[src/rtl/convcode_pkg.sv]
// Shared definitions for the rate-1/2, K=3 (7,5) convolutional code and its Viterbi decoder.
package convcode_pkg;

    localparam int unsigned K          = 3;
    localparam int unsigned NUM_STATES = 4;
    localparam logic [2:0]  G0         = 3'b111;
    localparam logic [2:0]  G1         = 3'b101;

    typedef struct packed {
        logic c0;
        logic c1;
    } code_pair_t;

    // Code pair emitted when bit b is shifted into state {b1,b2}.
    function automatic logic [1:0] expected_pair(input logic [1:0] state, input logic b);
        logic [2:0] r;
        r = {b, state};
        return {^(r & G0), ^(r & G1)};
    endfunction

    function automatic logic [1:0] hamming2(input logic [1:0] a, input logic [1:0] b);
        logic [1:0] d;
        d = a ^ b;
        return {1'b0, d[1]} + {1'b0, d[0]};
    endfunction

endpackage

[src/rtl/viterbi_acs.sv]
// Add-compare-select for one trellis state; ties resolve to the even predecessor.
module viterbi_acs #(
    parameter int unsigned METRIC_W = 6
) (
    input  logic [METRIC_W-1:0] pm0,
    input  logic [METRIC_W-1:0] pm1,
    input  logic [1:0]          bm0,
    input  logic [1:0]          bm1,
    output logic [METRIC_W-1:0] new_pm_c,
    output logic                dec_c
);

    localparam int unsigned SUM_W = METRIC_W + 1;

    logic [SUM_W-1:0] sum0_c;
    logic [SUM_W-1:0] sum1_c;

    assign sum0_c   = SUM_W'(pm0) + SUM_W'(bm0);
    assign sum1_c   = SUM_W'(pm1) + SUM_W'(bm1);
    assign dec_c    = (sum1_c < sum0_c);
    assign new_pm_c = dec_c ? METRIC_W'(sum1_c) : METRIC_W'(sum0_c);

endmodule

[src/rtl/viterbi_decoder.sv]
// Hard-decision 4-state Viterbi decoder with register-exchange survivors.
// Define VITERBI_METRIC_OUT_EN to add the best_metric channel-quality output.
module viterbi_decoder
    import convcode_pkg::*;
#(
    parameter int unsigned TB_DEPTH = 16,
    parameter int unsigned METRIC_W = 6
) (
    input  logic                clk,
    input  logic                reset,
    input  logic                in_valid,
    input  logic                c0,
    input  logic                c1,
    output logic                out_valid,
    output logic                b_out
`ifdef VITERBI_METRIC_OUT_EN
    ,
    output logic [METRIC_W-1:0] best_metric
`endif
);

    localparam int unsigned   CNT_W   = $clog2(TB_DEPTH + 1);
    localparam logic [METRIC_W-1:0] PM_INIT = METRIC_W'(2 ** (METRIC_W - 2));

    code_pair_t          rx_c;
    logic [METRIC_W-1:0] pm       [NUM_STATES];
    logic [METRIC_W-1:0] acs_pm_c [NUM_STATES];
    logic [METRIC_W-1:0] nrm_pm_c [NUM_STATES];
    logic                dec_c    [NUM_STATES];
    logic [1:0]          win_c    [NUM_STATES];
    logic [TB_DEPTH-1:0] surv     [NUM_STATES];
    logic [TB_DEPTH-1:0] surv_nx_c[NUM_STATES];
    logic [CNT_W-1:0]    fill;
    logic [1:0]          best_c;
    logic [METRIC_W-1:0] min_c;
    logic                all_msb_c;

    assign rx_c = '{c0: c0, c1: c1};

    for (genvar s = 0; s < NUM_STATES; s++) begin : g_state
        localparam logic [1:0] S  = 2'(s);
        localparam logic [1:0] P0 = {S[0], 1'b0};
        localparam logic [1:0] P1 = {S[0], 1'b1};

        viterbi_acs #(.METRIC_W(METRIC_W)) u_acs (
            .pm0      (pm[P0]),
            .pm1      (pm[P1]),
            .bm0      (hamming2(rx_c, expected_pair(P0, S[1]))),
            .bm1      (hamming2(rx_c, expected_pair(P1, S[1]))),
            .new_pm_c (acs_pm_c[s]),
            .dec_c    (dec_c[s])
        );

        assign win_c[s]     = {S[0], dec_c[s]};
        assign surv_nx_c[s] = {surv[win_c[s]][TB_DEPTH-2:0], S[1]};
        assign nrm_pm_c[s]  = all_msb_c ? {1'b0, acs_pm_c[s][METRIC_W-2:0]} : acs_pm_c[s];
    end

    // Shared MSB clear keeps the metrics bounded without changing their ordering.
    always_comb begin
        all_msb_c = 1'b1;
        for (int i = 0; i < NUM_STATES; i++) begin
            all_msb_c = all_msb_c & acs_pm_c[i][METRIC_W-1];
        end
    end

    // Lowest pre-update metric; strict compare keeps ties on the lowest index.
    always_comb begin
        best_c = 2'd0;
        min_c  = pm[0];
        for (int i = 1; i < NUM_STATES; i++) begin
            if (pm[i] < min_c) begin
                min_c  = pm[i];
                best_c = 2'(i);
            end
        end
    end

    always_ff @(posedge clk or posedge reset) begin
        if (reset) begin
            for (int i = 0; i < NUM_STATES; i++) begin
                pm[i]   <= (i == 0) ? '0 : PM_INIT;
                surv[i] <= '0;
            end
            fill      <= '0;
            out_valid <= 1'b0;
            b_out     <= 1'b0;
        end else if (in_valid) begin
            for (int i = 0; i < NUM_STATES; i++) begin
                pm[i]   <= nrm_pm_c[i];
                surv[i] <= surv_nx_c[i];
            end
            if (fill != CNT_W'(TB_DEPTH)) begin
                fill <= fill + CNT_W'(1);
            end
            out_valid <= (fill == CNT_W'(TB_DEPTH));
            b_out     <= surv[best_c][TB_DEPTH-1];
        end else begin
            out_valid <= 1'b0;
        end
    end

`ifdef VITERBI_METRIC_OUT_EN
    always_ff @(posedge clk or posedge reset) begin
        if (reset) begin
            best_metric <= '0;
        end else if (in_valid && (fill == CNT_W'(TB_DEPTH))) begin
            best_metric <= min_c;
        end
    end
`endif

endmodule

[config.mk]
export PLATFORM = sky130hd
export DESIGN_NAME = viterbi_decoder
export DESIGN_NICKNAME = d
export VERILOG_FILES = /design/src/rtl/convcode_pkg.sv /design/src/rtl/viterbi_acs.sv /design/src/rtl/viterbi_decoder.sv
export SDC_FILE = /design/constraint.sdc
export NUM_CORES = 1
export LEC_CHECK = 0
export ABC_AREA = 1
export CAP_MARGIN = 20
export CORE_ASPECT_RATIO = 0.9
export CORE_MARGIN = 2
export CORE_UTILIZATION = 58
export CTS_CLUSTER_SIZE = 12
export DETAILED_ROUTE_END_ITERATION = 12
export MAX_ROUTING_LAYER = met4
export PLACE_DENSITY = 0.8
export REMOVE_ABC_BUFFERS = 1
export SLEW_MARGIN = 25
export SYNTH_ARGS = -nofsm -noshare
export SYNTH_HDL_FRONTEND = slang
export SYNTH_SLANG_ARGS = --single-unit
[constraint.sdc]
create_clock -name clk -period 3.8 [get_ports clk]
set_input_delay 0.95 -clock clk [delete_from_list [all_inputs] [get_ports clk]]
set_output_delay 0.95 -clock clk [all_outputs]
set_load 0.02 [all_outputs]
### Yosys cells after proc, flatten, opt, wreduce, memory -nomap -nowiden

Index checks and enable logic that the tools add are counted.

* register bits after elaboration: 93
* bits of input ports: 5
* output and inout port bits: 2
* word-level logic and storage cells: 79

* add/subtract/negate cells: 13
* magnitude comparators: 12
* equal/unequal tests: 2
* multiplexer cells: 29
* bitwise logic cells: 11
* reductions and logical operators: 1

Operators with widths (number)
* binary-select mux 16 bit (select 2 bit): 5
* two-way mux 15 bit: 8
* two-way mux 6 bit: 10
* adder 6 x 2 -> 7 bit: 8
* two-way mux 16 bit: 2
* less-than comparator 7 bit: 4
* less-than comparator 6 bit: 3
* greater-or-equal comparator 3 bit (second input constant): 5
* inverter 2 -> 3 bit: 3
* adder 1 x 1 -> 2 bit: 4
* inverter 1 -> 3 bit: 2
* adder 5 x 1 -> 5 bit (second input constant): 1
* equality test 5 bit (second input constant): 1
* inequality test 5 bit (second input constant): 1
* two-way mux 2 bit: 2
* bitwise AND 1 bit: 3
* two-way mux 1 bit: 2
* inverter 1 bit: 2
* inverter 2 bit: 1
* AND reduction 2 bit: 1

### Depth between registers and ports, before layout

* depth after elaboration: 10
* depth in mapped cells: 25
* mapped depth without buffers: 23

### Hierarchy

Synthesis repeated with hierarchy kept, for this count alone.

* cells, all modules: 924
* area, all modules: 6595.1 sq um

By module, submodules not included
* viterbi_decoder: times used 1, cells an instance 540, area an instance 4403.0 sq um, sequential area each 2255.9 sq um
* viterbi_acs: times used 4, cells an instance 96, area an instance 548.0 sq um, sequential area each 0.0 sq um

### Worst setup path after synthesis

OpenSTA, ideal clock, no wires.

* path type: input to register
* start: input port c0
* end: register pm[17] (netlist name)
* setup time: 0.130 ns
* arrival: 3.549 ns
* required time: 3.670 ns
* setup slack: 0.121 ns
* stages: 20
* path buffers: 0
* cells stage by stage: inv_1 -> ha_1 -> inv_1 -> ha_1 -> fa_1 -> nand3_1 -> xor2_1 -> inv_1 -> ha_1 -> a21oi_1 -> o21a_1 -> nand2_1 -> nand2_1 -> o21ai_1 -> inv_2 -> nand2_1 -> nor2_1 -> nand2_1 -> nand3_1 -> o21ai_1

* word-level cells in the longest chain between the ends: 9
* elaborated cells between the ends (all ways): 26
* classes of those cells: add/sub (12); order compare (4); mux (5); bitwise (5)

Ends and longest elaborated chain
* from (decl): line viterbi_decoder.sv:12 `input logic c0,`
* inverter 2 bit (no source line) or inverter 1 bit (tied branches)
* adder 1 x 1 -> 2 bit: line convcode_pkg.sv:24 `return {1'b0, d[1]} + {1'b0, d[0]};`
* adder 6 x 2 -> 7 bit, on equally long branches: line viterbi_acs.sv:19, viterbi_acs.sv:18
* less-than comparator 7 bit: line viterbi_acs.sv:20 `assign dec_c = (sum1_c < sum0_c);`
* two-way mux 6 bit: line viterbi_acs.sv:21 `assign new_pm_c = dec_c ? METRIC_W'(sum1_c) : METRIC_W'(sum0_c);`
* bitwise AND 1 bit (3 in series): line viterbi_decoder.sv:63 `all_msb_c = all_msb_c & acs_pm_c[i][METRIC_W-1];`
* two-way mux 6 bit *: line viterbi_decoder.sv:56 `assign nrm_pm_c[s] = all_msb_c ? {1'b0, acs_pm_c[s][METRIC_W-2:0]} : acs_pm_c[s];`
* to (signal, indexed assignment): line viterbi_decoder.sv:82 `pm[i] <= (i == 0) ? '0 : PM_INIT;`
* to (signal, indexed assignment): line viterbi_decoder.sv:90 `pm[i] <= nrm_pm_c[i];`
* to (decl): line viterbi_decoder.sv:26 `logic [METRIC_W-1:0] pm [NUM_STATES];`

Every way passes the cells marked *; elsewhere a longest branch is shown, timed or not.
A chain may end at the register's enable or synchronous reset.

### Final worst setup path

* start: register pm[17] (netlist name)
* end: register b_out

* word-level cells in the longest chain between the ends: 10
* elaborated cells between the ends (all ways): 12
* classes of those cells: order compare (3); mux (8); bitwise (1)

Ends and longest elaborated chain
* less-than comparator 6 bit: line viterbi_decoder.sv:72 `if (pm[i] < min_c) begin`
* two-way mux 6 bit: line viterbi_decoder.sv:72
* less-than comparator 6 bit: line viterbi_decoder.sv:72
* two-way mux 6 bit: line viterbi_decoder.sv:72
* less-than comparator 6 bit: line viterbi_decoder.sv:72
* two-way mux 2 bit *: line viterbi_decoder.sv:72
* inverter 2 -> 3 bit (implied by the code) *: line viterbi_decoder.sv:97 `b_out <= surv[best_c][TB_DEPTH-1];`
* binary-select mux 16 bit (select 2 bit) *: line viterbi_decoder.sv:97
* two-way mux 16 bit (implied by the code) * (2 in series): line viterbi_decoder.sv:97
* to (signal assigned): line viterbi_decoder.sv:97
* to (decl): line viterbi_decoder.sv:15 `output logic b_out`

Every way passes the cells marked *; elsewhere a longest branch is shown, timed or not. The select of a mux whose other input is x is not followed.

==> metrics.cfg <==
[final_layout]
postLayoutCellArea_sq_mm = 0.00739
fill_cells = 711
syn2layout_area_growth_pct = 23.3
multi_input_area_sq_mm = 0.00360
regArea_sq_mm = 0.00226
drive_above_1_share_pct = 22.8
diodes = 0
fin_nets = 901

[detailed_routing]
vias = 5678
drt_first_pass_iters = 5
postRouteAntennaNets = 0
drc_errors = 0
vias_per_cell = 5.88
post_drt_wl_per_cell_microns = 17.2
drtIter0Drc = 428
drt_wl_total_microns = 16600

[cts]
root_buffer = clkbuf_16
h-tree-depth = 3
clk_latency_ps = 350
cts.sinks = 90
cts_tree = built
cts_hold_buf = 0
numCtsBuffers = 9
cts.path.max_buffers = 2
path_clk_slew_ps = 70

[floorplanning]
die_x_microns = 111
row_count = 35
num_io_pins = 7
core_area_sq_mm = 0.0102
die-area_sq_mm = 0.0112
die_h_microns = 100
initial_core_util_pct = 59.0

[worst_setup_path]
ff2ff_setup_slack_ps = -200
critical_path.max_fanout = 5
reg2reg_depth = 23
worstReg2RegEnd = b_out
path_buf_inv = 1
critical_path.cell_chain = ha_4, nand2_1, nand2_1, a21oi_4, nand2_4, buf_6, nand2_1, o21ai_1, ha_2, a21oi_2, nor2_1, a211oi_2, nand2_2, nand2_1, o21ai_1, ha_1, a21oi_2, nor2_1, a211oi_2, nand2_1, nand2_1, nand3_1, nand2_1
worstPathRequired_ps = 4090
cpPeakStageDelay_ps = 440
worst_path_most_repeated_cell = nand2_1
crit_type = flop to flop
crit_family = compound AO/OA/AOI/OAI gates
worstPathArrival_ps = 4290
r2r_start = pm[17]
cp-start-kind = flop
cpMaxStageDelayCell = dfrtp_1
endpoint_kind = flop

[timing]
period_share_pct = 105
fin_crit_ps = 4000
hold_viol_final = 0
slew_viol_final = 0
fmax_mhz = 250
tns_ps = -198
clock_skew_ps = 7.59
report.final.setup_viol = 1
tightestPinTransition_ps = 594
slew_headroom_pct = 60.3
final.setup.worst_slack_ps = -198

[synth]
synth_top_family_by_area = compound AO/OA/AOI/OAI gates
synth_top_area_share_pct = 36.3
synthTopCellsByArea = dfrtp_1, ha_1, nand2_1
yosys.area_share.simple_pct = 14.3
synth_fa_ha_area_share_pct = 14.6
synthMuxAreaShare_pct = 0
synth-xor-area-share_pct = 5.26
ys.flop_type = dfrtp_1
postSynth.asyncResetShare_pct = 100
synth.cells.most_frequent = nand2_1, o21ai_0, dfrtp_1
seq_area_frac_synth_pct = 37.6
synth-seq-cells = 90
syn_area_sq_mm = 0.00600
synth_edf_count = 0
ys_warn_count = 0
ys_types = 30
syn_inst = 762
syn_avg_cell_area_sq_um = 7.87
synth_top_area_cell = dfrtp_1
synth-compound-area-share_pct = 20.4
synth.most_common_cell = nand2_1

[place]
placed_area_sq_mm = 0.00661
post-place-ws_ps = -622
dp_hpwl_microns = 9990
gp_congestion = 0.973
numPortBuffers = 6

[global_route]
gr-total-overflow = 0
antenna_found_initial = 0
grtUsageTotal_pct = 28.1
grt_pass1_vias = 5225
grt_max_degree = 72
grt_pass1_wl_microns = 24600

[worst_hold_path]
hp-start = surv[0]
hold_end = surv[0]
hold_depth = 1
hp-class = flop to flop

[run]
cap_violations = 0

[status]
violations = negative setup slack
status = complete, but fails checks

flip-flops by register name (all words and copies together) (netlist names):
| signal | flops |
|---|---|
| b_out | 1 |
| pm | 24 |
| fill | 5 |
| surv | 59 |
| out_valid | 1 |
cell families after synthesis:
kind of cell	count (synthesis)
buffers and inverters	124
adder cells (fa/ha/maj)	65
AO/OA/AOI/OAI	239
AND/OR/NAND/NOR	208
flip-flops	90
XOR/XNOR	36
worst register-to-register path: stages, from the launching register on:
cell and delay [ps]:
dfrtp_1 440, ha_4 290, nand2_1 100, nand2_1 100, a21oi_4 200, nand2_4 110, buf_6 140, nand2_1 50
o21ai_1 140, ha_2 230, a21oi_2 120, nor2_1 80, a211oi_2 390, nand2_2 180, nand2_1 120, o21ai_1 80
ha_1 350, a21oi_2 180, nor2_1 80, a211oi_2 250, nand2_1 80, nand2_1 70, nand3_1 70, nand2_1 70
metal layers:
| layer | GRT usage, % | wire, microns | vias to the layer above |
|---|---|---|---|
| met5 | - | 0 | - |
| met4 | 8.83 | 684 | 0 |
| met3 | 3.79 | 963 | 68 |
| met2 | 47.7 | 8170 | 238 |
| met1 | 35.6 | 6750 | 2719 |
| li1 | - | - | 2653 |
per-stage QoR:
step,hold WS (ps),util (%),std cells
after global routing,504,72.8,965
after floorplan,437,-,730
after CTS,474,69.5,946
after detailed placement,455,65.1,930
after global placement,451,65.1,930
final,472,72.8,965
repair_timing:
action	in CTS	in global routing
cloned	0	2
pin swaps	8	23
resized for setup	34	47
setup buffers	0	17
setup endpoints to repair	76	76
worst max-delay path by stage:
stage	cells after the start	slack, ps	to	start
2_1_floorplan	17	-230	pm[17]	c0
4_1_cts	16	0.4	surv[27]	c1
5_1_grt	23	-290	b_out	pm[17]
6_report	23	-200	b_out	pm[17]
3_3_place_gp	19	-510	pm[17]	c0
3_5_place_dp	18	-620	surv[46]	c0
layout by cell type (no fill, tap or decap), types with 3 or more instances in the layout:
cell             netlist  routed
buf_12                 0       3
a21oi_2                1       6
o22ai_1                3       3
nand3_2                1       4
nor2_1                49      46
dfstp_2                3       3
clkdlybuf4s50_1        0       3
xor2_1                29      25
nand3_1               17      14
o21ai_1               73      73
nand4_1                4       4
clkbuf_16              0       9
nor3_1                 3       3
inv_6                  0       3
fa_2                   0       8
inv_2                 13      20
nor2_2                 0       3
ha_4                   0      11
xor2_2                 0       4
ha_2                   0       4
o21a_1                 4       4
inv_1                 77      70
nand2_1              123     114
dfrtp_1               87      86
nand2_2                6      15
a21oi_1               67      61
buf_4                  0      77
xnor2_1                7       5
o21ai_2                0       5
o21ai_0               89      84
ha_1                  57      42
layout make-up:
class / count / area share, %
multi-input combinational: 550 / 48.7
sequential: 90 / 30.5
timing repair buffer: 88 / 9.70
inverter: 92 / 4.69
clock buffer: 11 / 3.28
tap: 129 / 2.18
clock inverter: 5 / 0.914
Power is not shown: default switching activity piles up to over one toggle a cycle in this logic, so the estimate is an artifact.
